[config.mk]
export PLATFORM = sky130hd
export DESIGN_NAME = blink_rate_decoder_flat
export DESIGN_NICKNAME = d
export VERILOG_FILES = /design/src/rtl/blink_rate_decoder_if.sv /design/src/rtl/blink_rate_decoder.sv /design/src/flat_wrapper.sv
export SDC_FILE = /design/constraint.sdc
export NUM_CORES = 1
export LEC_CHECK = 0
export ABC_AREA = 1
export CAP_MARGIN = 30
export CORE_AREA = 2 2 221 223
export DETAILED_ROUTE_END_ITERATION = 10
export DIE_AREA = 0 0 223 225
export PLACE_DENSITY = 0.81
export SLEW_MARGIN = 20
export SYNTH_ARGS = -nofsm -noshare
export SYNTH_HDL_FRONTEND = slang
export SYNTH_SLANG_ARGS = --single-unit
[constraint.sdc]
create_clock -name clk -period 2.1 [get_ports clk]
set_input_delay 0.21 -clock clk [delete_from_list [all_inputs] [get_ports clk]]
set_output_delay 0.21 -clock clk [all_outputs]
set_load 0.03 [all_outputs]
[src/rtl/blink_rate_decoder_if.sv]
// Bundle of the per-channel square-wave inputs and the decoded rate outputs.
interface blink_rate_decoder_if;
  logic [7:0]  sig_in;
  logic [23:0] rate;
  logic [7:0]  lock;
  logic [7:0]  upd;

  modport master (output sig_in, input rate, input lock, input upd);
  modport slave  (input sig_in, output rate, output lock, output upd);
endinterface

[src/rtl/blink_rate_decoder.sv]
// Eight independent blink-rate decoders: each channel measures the spacing between edges
// of its input, classifies it into one of four rate windows and locks once two consecutive
// measurements agree.
module blink_rate_decoder #(
  parameter int unsigned HALF1 = 50_000_000,
  parameter int unsigned HALF2 = 25_000_000,
  parameter int unsigned HALF3 = 16_666_667,
  parameter int unsigned HALF4 = 12_500_000,
  parameter int unsigned TOL   = 1_000
) (
  input logic                 clk,
  input logic                 rst_n,
  blink_rate_decoder_if.slave bus
);

  localparam int unsigned NumCh = 8;

  // All window arithmetic is done in 64 bits so HALFk+TOL can never overflow.
  localparam logic [63:0] H1 = 64'(HALF1);
  localparam logic [63:0] H2 = 64'(HALF2);
  localparam logic [63:0] H3 = 64'(HALF3);
  localparam logic [63:0] H4 = 64'(HALF4);
  localparam logic [63:0] T  = 64'(TOL);

  function automatic logic [63:0] abs_diff(input logic [63:0] a, input logic [63:0] b);
    return (a > b) ? a - b : b - a;
  endfunction

  // Two windows of half-width TOL are disjoint iff their centres differ by more than 2*TOL.
  localparam bit WindowsOk = (abs_diff(H1, H2) > 2 * T) && (abs_diff(H1, H3) > 2 * T) &&
                             (abs_diff(H1, H4) > 2 * T) && (abs_diff(H2, H3) > 2 * T) &&
                             (abs_diff(H2, H4) > 2 * T) && (abs_diff(H3, H4) > 2 * T);

  if (!WindowsOk) begin : g_bad_windows
    $error("blink_rate_decoder: rate windows [HALFk-TOL, HALFk+TOL] overlap");
  end

  localparam logic [63:0] Lo1 = (H1 > T) ? H1 - T : 64'd0;
  localparam logic [63:0] Lo2 = (H2 > T) ? H2 - T : 64'd0;
  localparam logic [63:0] Lo3 = (H3 > T) ? H3 - T : 64'd0;
  localparam logic [63:0] Lo4 = (H4 > T) ? H4 - T : 64'd0;
  localparam logic [63:0] Hi1 = H1 + T;
  localparam logic [63:0] Hi2 = H2 + T;
  localparam logic [63:0] Hi3 = H3 + T;
  localparam logic [63:0] Hi4 = H4 + T;
  // Longer than the slowest accepted half-period: the signal is considered dead.
  localparam logic [63:0] TimeoutCnt = H1 + T + 64'd1;

  typedef enum logic [1:0] {StIdle, StSearch, StArmed, StLocked} state_e;

  for (genvar i = 0; i < NumCh; i++) begin : g_ch
    logic        s1_q, s2_q, s3_q;
    logic        edge_det;
    logic [31:0] cnt_q;
    logic [63:0] cnt_ext;
    logic [2:0]  cls;
    logic        timeout;
    state_e      state_q;
    logic [2:0]  cand_q;
    logic [2:0]  rate_q;
    logic        lock_q;
    logic        upd_q;

    // Two-flop synchronizer plus a delay stage for edge detection.
    always_ff @(posedge clk) begin
      if (!rst_n) begin
        s1_q <= 1'b0;
        s2_q <= 1'b0;
        s3_q <= 1'b0;
      end else begin
        s1_q <= bus.sig_in[i];
        s2_q <= s1_q;
        s3_q <= s2_q;
      end
    end

    assign edge_det = s2_q ^ s3_q;

    // Cycles since the last edge; restarts at 1 so the value seen at the next edge equals
    // the spacing, and saturates instead of wrapping.
    always_ff @(posedge clk) begin
      if (!rst_n) begin
        cnt_q <= 32'd0;
      end else if (edge_det) begin
        cnt_q <= 32'd1;
      end else if (cnt_q != '1) begin
        cnt_q <= cnt_q + 32'd1;
      end
    end

    assign cnt_ext = {32'd0, cnt_q};
    assign timeout = (cnt_ext >= TimeoutCnt);

    // Map the measured spacing onto a rate class (0 = outside every window).
    always_comb begin
      cls = 3'd0;
      if (cnt_ext >= Lo1 && cnt_ext <= Hi1) begin
        cls = 3'd1;
      end else if (cnt_ext >= Lo2 && cnt_ext <= Hi2) begin
        cls = 3'd2;
      end else if (cnt_ext >= Lo3 && cnt_ext <= Hi3) begin
        cls = 3'd3;
      end else if (cnt_ext >= Lo4 && cnt_ext <= Hi4) begin
        cls = 3'd4;
      end
    end

    // Lock FSM with registered rate/lock/upd; an edge always wins over a timeout.
    always_ff @(posedge clk) begin
      if (!rst_n) begin
        state_q <= StIdle;
        cand_q  <= 3'd0;
        rate_q  <= 3'd0;
        lock_q  <= 1'b0;
        upd_q   <= 1'b0;
      end else begin
        upd_q <= 1'b0;
        if (edge_det) begin
          unique case (state_q)
            StIdle: begin
              state_q <= StSearch;
            end
            StSearch: begin
              if (cls != 3'd0) begin
                state_q <= StArmed;
                cand_q  <= cls;
              end
            end
            StArmed: begin
              if (cls == cand_q) begin
                state_q <= StLocked;
                rate_q  <= cls;
                lock_q  <= 1'b1;
                upd_q   <= 1'b1;
              end else if (cls != 3'd0) begin
                cand_q <= cls;
              end else begin
                state_q <= StSearch;
              end
            end
            StLocked: begin
              if (cls != rate_q) begin
                rate_q <= 3'd0;
                lock_q <= 1'b0;
                upd_q  <= 1'b1;
                if (cls != 3'd0) begin
                  state_q <= StArmed;
                  cand_q  <= cls;
                end else begin
                  state_q <= StSearch;
                end
              end
            end
            default: state_q <= StIdle;
          endcase
        end else if (timeout && state_q != StIdle) begin
          state_q <= StIdle;
          if (state_q == StLocked) begin
            rate_q <= 3'd0;
            lock_q <= 1'b0;
            upd_q  <= 1'b1;
          end
        end
      end
    end

    assign bus.rate[3*i +: 3] = rate_q;
    assign bus.lock[i]        = lock_q;
    assign bus.upd[i]         = upd_q;
  end

endmodule

[src/flat_wrapper.sv]
// flat-port wrapper written by rule: the top's interface ports become plain ports
module blink_rate_decoder_flat 
#(
  parameter int unsigned HALF1 = 50_000_000,
  parameter int unsigned HALF2 = 25_000_000,
  parameter int unsigned HALF3 = 16_666_667,
  parameter int unsigned HALF4 = 12_500_000,
  parameter int unsigned TOL   = 1_000
)
  (clk, rst_n, bus_sig_in, bus_rate, bus_lock, bus_upd);
  blink_rate_decoder_if bus_i ();
  input logic clk;
  input logic rst_n;
  input wire logic [$bits(bus_i.sig_in)-1:0] bus_sig_in;
  output wire logic [$bits(bus_i.rate)-1:0] bus_rate;
  output wire logic [$bits(bus_i.lock)-1:0] bus_lock;
  output wire logic [$bits(bus_i.upd)-1:0] bus_upd;
  assign bus_i.sig_in = bus_sig_in;
  assign bus_rate = bus_i.rate;
  assign bus_lock = bus_i.lock;
  assign bus_upd = bus_i.upd;
  blink_rate_decoder #(.HALF1(HALF1), .HALF2(HALF2), .HALF3(HALF3), .HALF4(HALF4), .TOL(TOL)) u_core (.clk(clk), .rst_n(rst_n), .bus(bus_i));
endmodule
==> results.toml, run 1 <==
[outcome]
first-error = "[ERROR GRT-0232] Routing congestion too high. Check the congestion heatmap in the GUI."
outcome = "did not finish"
stop_stage = "global routing"

[synthesis]
ys_ff_latch = 360
yosysUniqueCellTypes = 72
synth_nets = 4740
ys.flop_type = "dfxtp_1"
synth_area_leaders = "dfxtp_1 (26%), nand2_1 (17%), inv_1 (9.4%)"
synth_area_leader_cell = "dfxtp_1"
synth_edf_count = 0
seq_area_frac_synth_pct = 26.18
synth.top_cell.area_share_pct = 26.18
synth.most_common_cell = "nand2_1"
async_flop_share_pct = 0
synthCells = 4706
yosysWarnings = 0
syn_area_per_cell_um2 = 5.849
syn-cell-area_um2 = 27520
yosys-top-cells-count = "nand2_1 (1211), inv_1 (686), nor2_1 (676)"

[die]
row_count = 80
pin_count = 50
initial_core_util_pct = 57.89
die_w_um = 223
die_y_um = 225

[sta]
worst-ep-kind = "register input"
repair-timing-grt-worst-ep = "u_core.g_ch[3].rate_q[1]$_SDFFE_PN0P_/D"

[placement]
hpwl_um = 72820
portBuffers = 49
gp_congestion = 1.029
placed_area_um2 = 36070

[clock_tree]
htree_num_levels = 2
numCtsBuffers = 43
clock_sinks = 360
clk_path_buf_depth = 3
clk_root_buffer_cell = "clkbuf_16"

[global_route]
grt_max_degree = 88
track_usage_pct = 96.49
overflow = 3448
stage by stage:
stage	worst slack [ns]	utilization, %	hold slack [ns]	std cells
after floorplan	0.003356	-	0.3076	4706
after global placement	-0.3025	75.86	0.3938	6312
after detailed placement	-0.3808	75.86	0.3981	6312
after CTS	-0.1432	87.52	0.1100	6530
metal layers:
layer | overflow | global-route usage [%]
met5 | 12 | 41.15
met4 | 776 | 112.3
met3 | 50 | 74.64
met2 | 2579 | 124.9
met1 | 31 | 85.85
logic make-up after synthesis:
logic type / Yosys count / share of synthesized area [%]
xor gates and xnor gates: 100 / 3.237
buffers and inverters: 855 / 12.36
and+or+nand+nor: 2905 / 47.88
adders and majority gates: 24 / 1.091
AOI/OAI and AO/OA: 462 / 9.246
DFF: 360 / 26.18
what timing repair did:
action | in CTS
hold buffers | 0
gates cloned | 2
hold endpoints to repair | 0
pin swaps | 321
resized for setup | 940
buffers inserted | 143
setup endpoints to repair | 191
==> run 2, diff against run 1 <==
Settings changed: CORE_AREA 2 2 221 223 to 2 2 266 268, DIE_AREA 0 0 223 225 to 0 0 268 270, PLACE_DENSITY 0.81 to default, PLACE_DENSITY_LB_ADDON from default to 0.15.
Clock period 2.1 ns to 2.73 ns, I/O delays scaled along.
==> results.toml, run 2 <==
[outcome]
outcome = "completed"

[global_route]
grt_pass1_vias = 27505
grt_max_degree = 57
antenna_found_initial = 1
track_usage_pct = 23.06
grt_first_pass_wirelength_um = 138500
overflow = 0

[final_layout]
layout_common_cells = "nand2_1 (1208), inv_1 (682), nor2_1 (650)"
largest_register_ffs = 256
regMostFlops = "u_core.g_ch.cnt_q"
antenna_cells = 0
finalNetCount = 4851
mostFrequentLayoutCell = "nand2_1"
reg.largest.list = "u_core.g_ch.cnt_q x256, u_core.g_ch.cand_q x24, u_core.g_ch.rate_q x24"
drive_gt1_share_pct = 11.43
final_util_pct = 45.09
syn2layout_area_growth_pct = 13.92

[sta]
fin_crit_sh_pct = 92.02
max_slew.worst_pin.slew_ns = 0.6948
slew_headroom_pct = 53.68
finalHoldViolCount = 0
setup_slack_ns = 0.2179
layout_min_cycle_time_ns = 2.512
finalSetupViolations = 0
rsz0062_at_grt = "true"
slew_viol_final = 0
max_freq_ghz = 0.3981
finClkSkew_ns = 0.01600

[setup_path]
cp-start-kind = "flip-flop"
worst-path-max-fanout = 5
critPathRequiredTime_ns = 3.25
crit_path_frequent_cell = "nand2_1"
cp_cell_sequence = "ha_2 > nand2_1 > nor2_2 > nand2_1 > nor4_4 > nand3_1 > nor3_2 > nand2_1 > inv_2 > nor3_1 > nand2_1 > nor2_1 > a21oi_1 > o21ai_1 > inv_1"
worstSetupPathType = "reg2reg"
worst_ep_arrival_time_ns = 3.04
max_stage_delay_ns = 0.39
endpoint_kind = "flip-flop"
cpMaxStageDelayCell = "dfxtp_1"

[drt]
vias = 29398
wl_per_cell_um = 14.66
ant_nets = 0
wirelength_um = 84980
drc_errors = 0
drt_pre_antenna_iters = 8
drtIter0Drc = 2253
vias_per_cell = 5.073

[synthesis]
synth_area_leader_cell = "dfxtp_1"
yosys-top-cells-count = "nand2_1 (1211), inv_1 (686), nor2_1 (676)"
synthCells = 4706
synth_nets = 4740
synth.most_common_cell = "nand2_1"
synth_edf_count = 0
async_flop_share_pct = 0
synth_area_leaders = "dfxtp_1 (26%), nand2_1 (17%), inv_1 (9.4%)"
yosysUniqueCellTypes = 72
syn_area_per_cell_um2 = 5.849
yosysWarnings = 0
ys_ff_latch = 360
syn-cell-area_um2 = 27520
seq_area_frac_synth_pct = 26.18
ys.flop_type = "dfxtp_1"
synth.top_cell.area_share_pct = 26.18

[placement]
place_ws_ns = 0.06127
portBuffers = 49
hpwl_um = 66490
gp_congestion = 0.9695

[power]
powerDensity_nw_per_um2 = 403.2
power_mw = 12.64
leakagePower_nw = 14.48
max-vdd-ir-drop_v = 0.0005050

[clock_tree]
ctsHoldBuffers = 0
tritoncts = "done"
clk_pin_slew_ns = 0.06
numCtsBuffers = 47
clk_root_buffer_cell = "clkbuf_16"
clk_latency_ns = 0.59
htree_num_levels = 2
clk_path_buf_depth = 3
clock_sinks = 360

[hold_path]
holdCritPathClass = "in2reg"

[flow_run]
max_cap_viol_count = 0

[die]
die_w_um = 268
die_y_um = 270
initial_core_util_pct = 39.58
row_count = 97
coreArea_um2 = 69540
dieArea_um2 = 72360
pin_count = 50
## run 2: timing repair
| item | CTS | global route |
|---|---|---|
| setup endpoints to repair | 0 | 80 |
| resized for setup | 0 | 88 |
| buffers inserted | 0 | 6 |
## run 2: power breakdown
| group | switching, mW | internal [mW] |
|---|---|---|
| combinational | 0.464 | 0.209 |
| sequential | 0.0634 | 5.32 |
| clock | 2.51 | 4.07 |
| total | 3.04 | 9.60 |
## run 2: path summary, 6_finish.rpt
kind | start | to | slack, ns | cells after the start
min | rst_n | u_core.g_ch[3].upd_q$_SDFF_PN0_ | 0.16 | 4
max reg2reg | u_core.g_ch[3].cnt_q[0]$_SDFFE_PN0P_ | u_core.g_ch[3].cnt_q[15]$_SDFFE_PP0P_ | 0.22 | 15
min reg2reg | u_core.g_ch[7].s1_q$_SDFF_PN0_ | u_core.g_ch[7].s2_q$_SDFF_PN0_ | 0.41 | 2
max | u_core.g_ch[3].cnt_q[0]$_SDFFE_PN0P_ | u_core.g_ch[3].cnt_q[15]$_SDFFE_PP0P_ | 0.22 | 15
## run 2: final cells by class
cell class                      instances  area, µm²
Fill cell                            7609      38190
Multi-Input combinational cell       3491      17100
Sequential cell                       360       7244
Inverter                              757       2843
Clock buffer                           67       1414
Timing Repair Buffer                  160       1334
Tap cell                              940       1176
Clock inverter                         20      244.0
## run 2: per-layer routing
metal,part of all wire (%),global-route usage [%],vias to the layer above
met5,0.015,0,-
met4,4.0,9.688,2
met3,5.1,3.191,208
met2,45,37.48,795
met1,46,30.45,13105
li1,-,-,15288
## run 2: metrics by stage
| step | cell area, µm² | cells | TNS, ns | hold slack (ns) |
|---|---|---|---|---|
| finish | 31360 | 5795 | 0 | 0.1614 |
| global route | 31360 | 5795 | -0.02730 | 0.1570 |
| CTS | 31090 | 5789 | 0 | 0.1291 |
| detailed placement | 29430 | 5702 | 0 | 0.3982 |
| global placement | 29430 | 5702 | 0 | 0.3950 |
| floorplan | 27520 | 4706 | 0 | 0.3706 |
## run 2: cells by family after synthesis
family	synth area share [%]
adders and majority gates	1.091
buffers and inverters	12.36
DFF	26.18
xor gates and xnor gates	3.237
and+or+nand+nor	47.88
AOI/OAI and AO/OA	9.246
## run 2: critical path, delay by kind of cell (launching register included)
kind / cells / cell delay, ns
and+or+nand+nor: 10 / 1.44
buffers and inverters: 2 / 0.17
DFF: 1 / 0.39
adders and majority gates: 1 / 0.25
AOI/OAI and AO/OA: 2 / 0.19
Note: power is estimated with default switching activity, not from simulation.
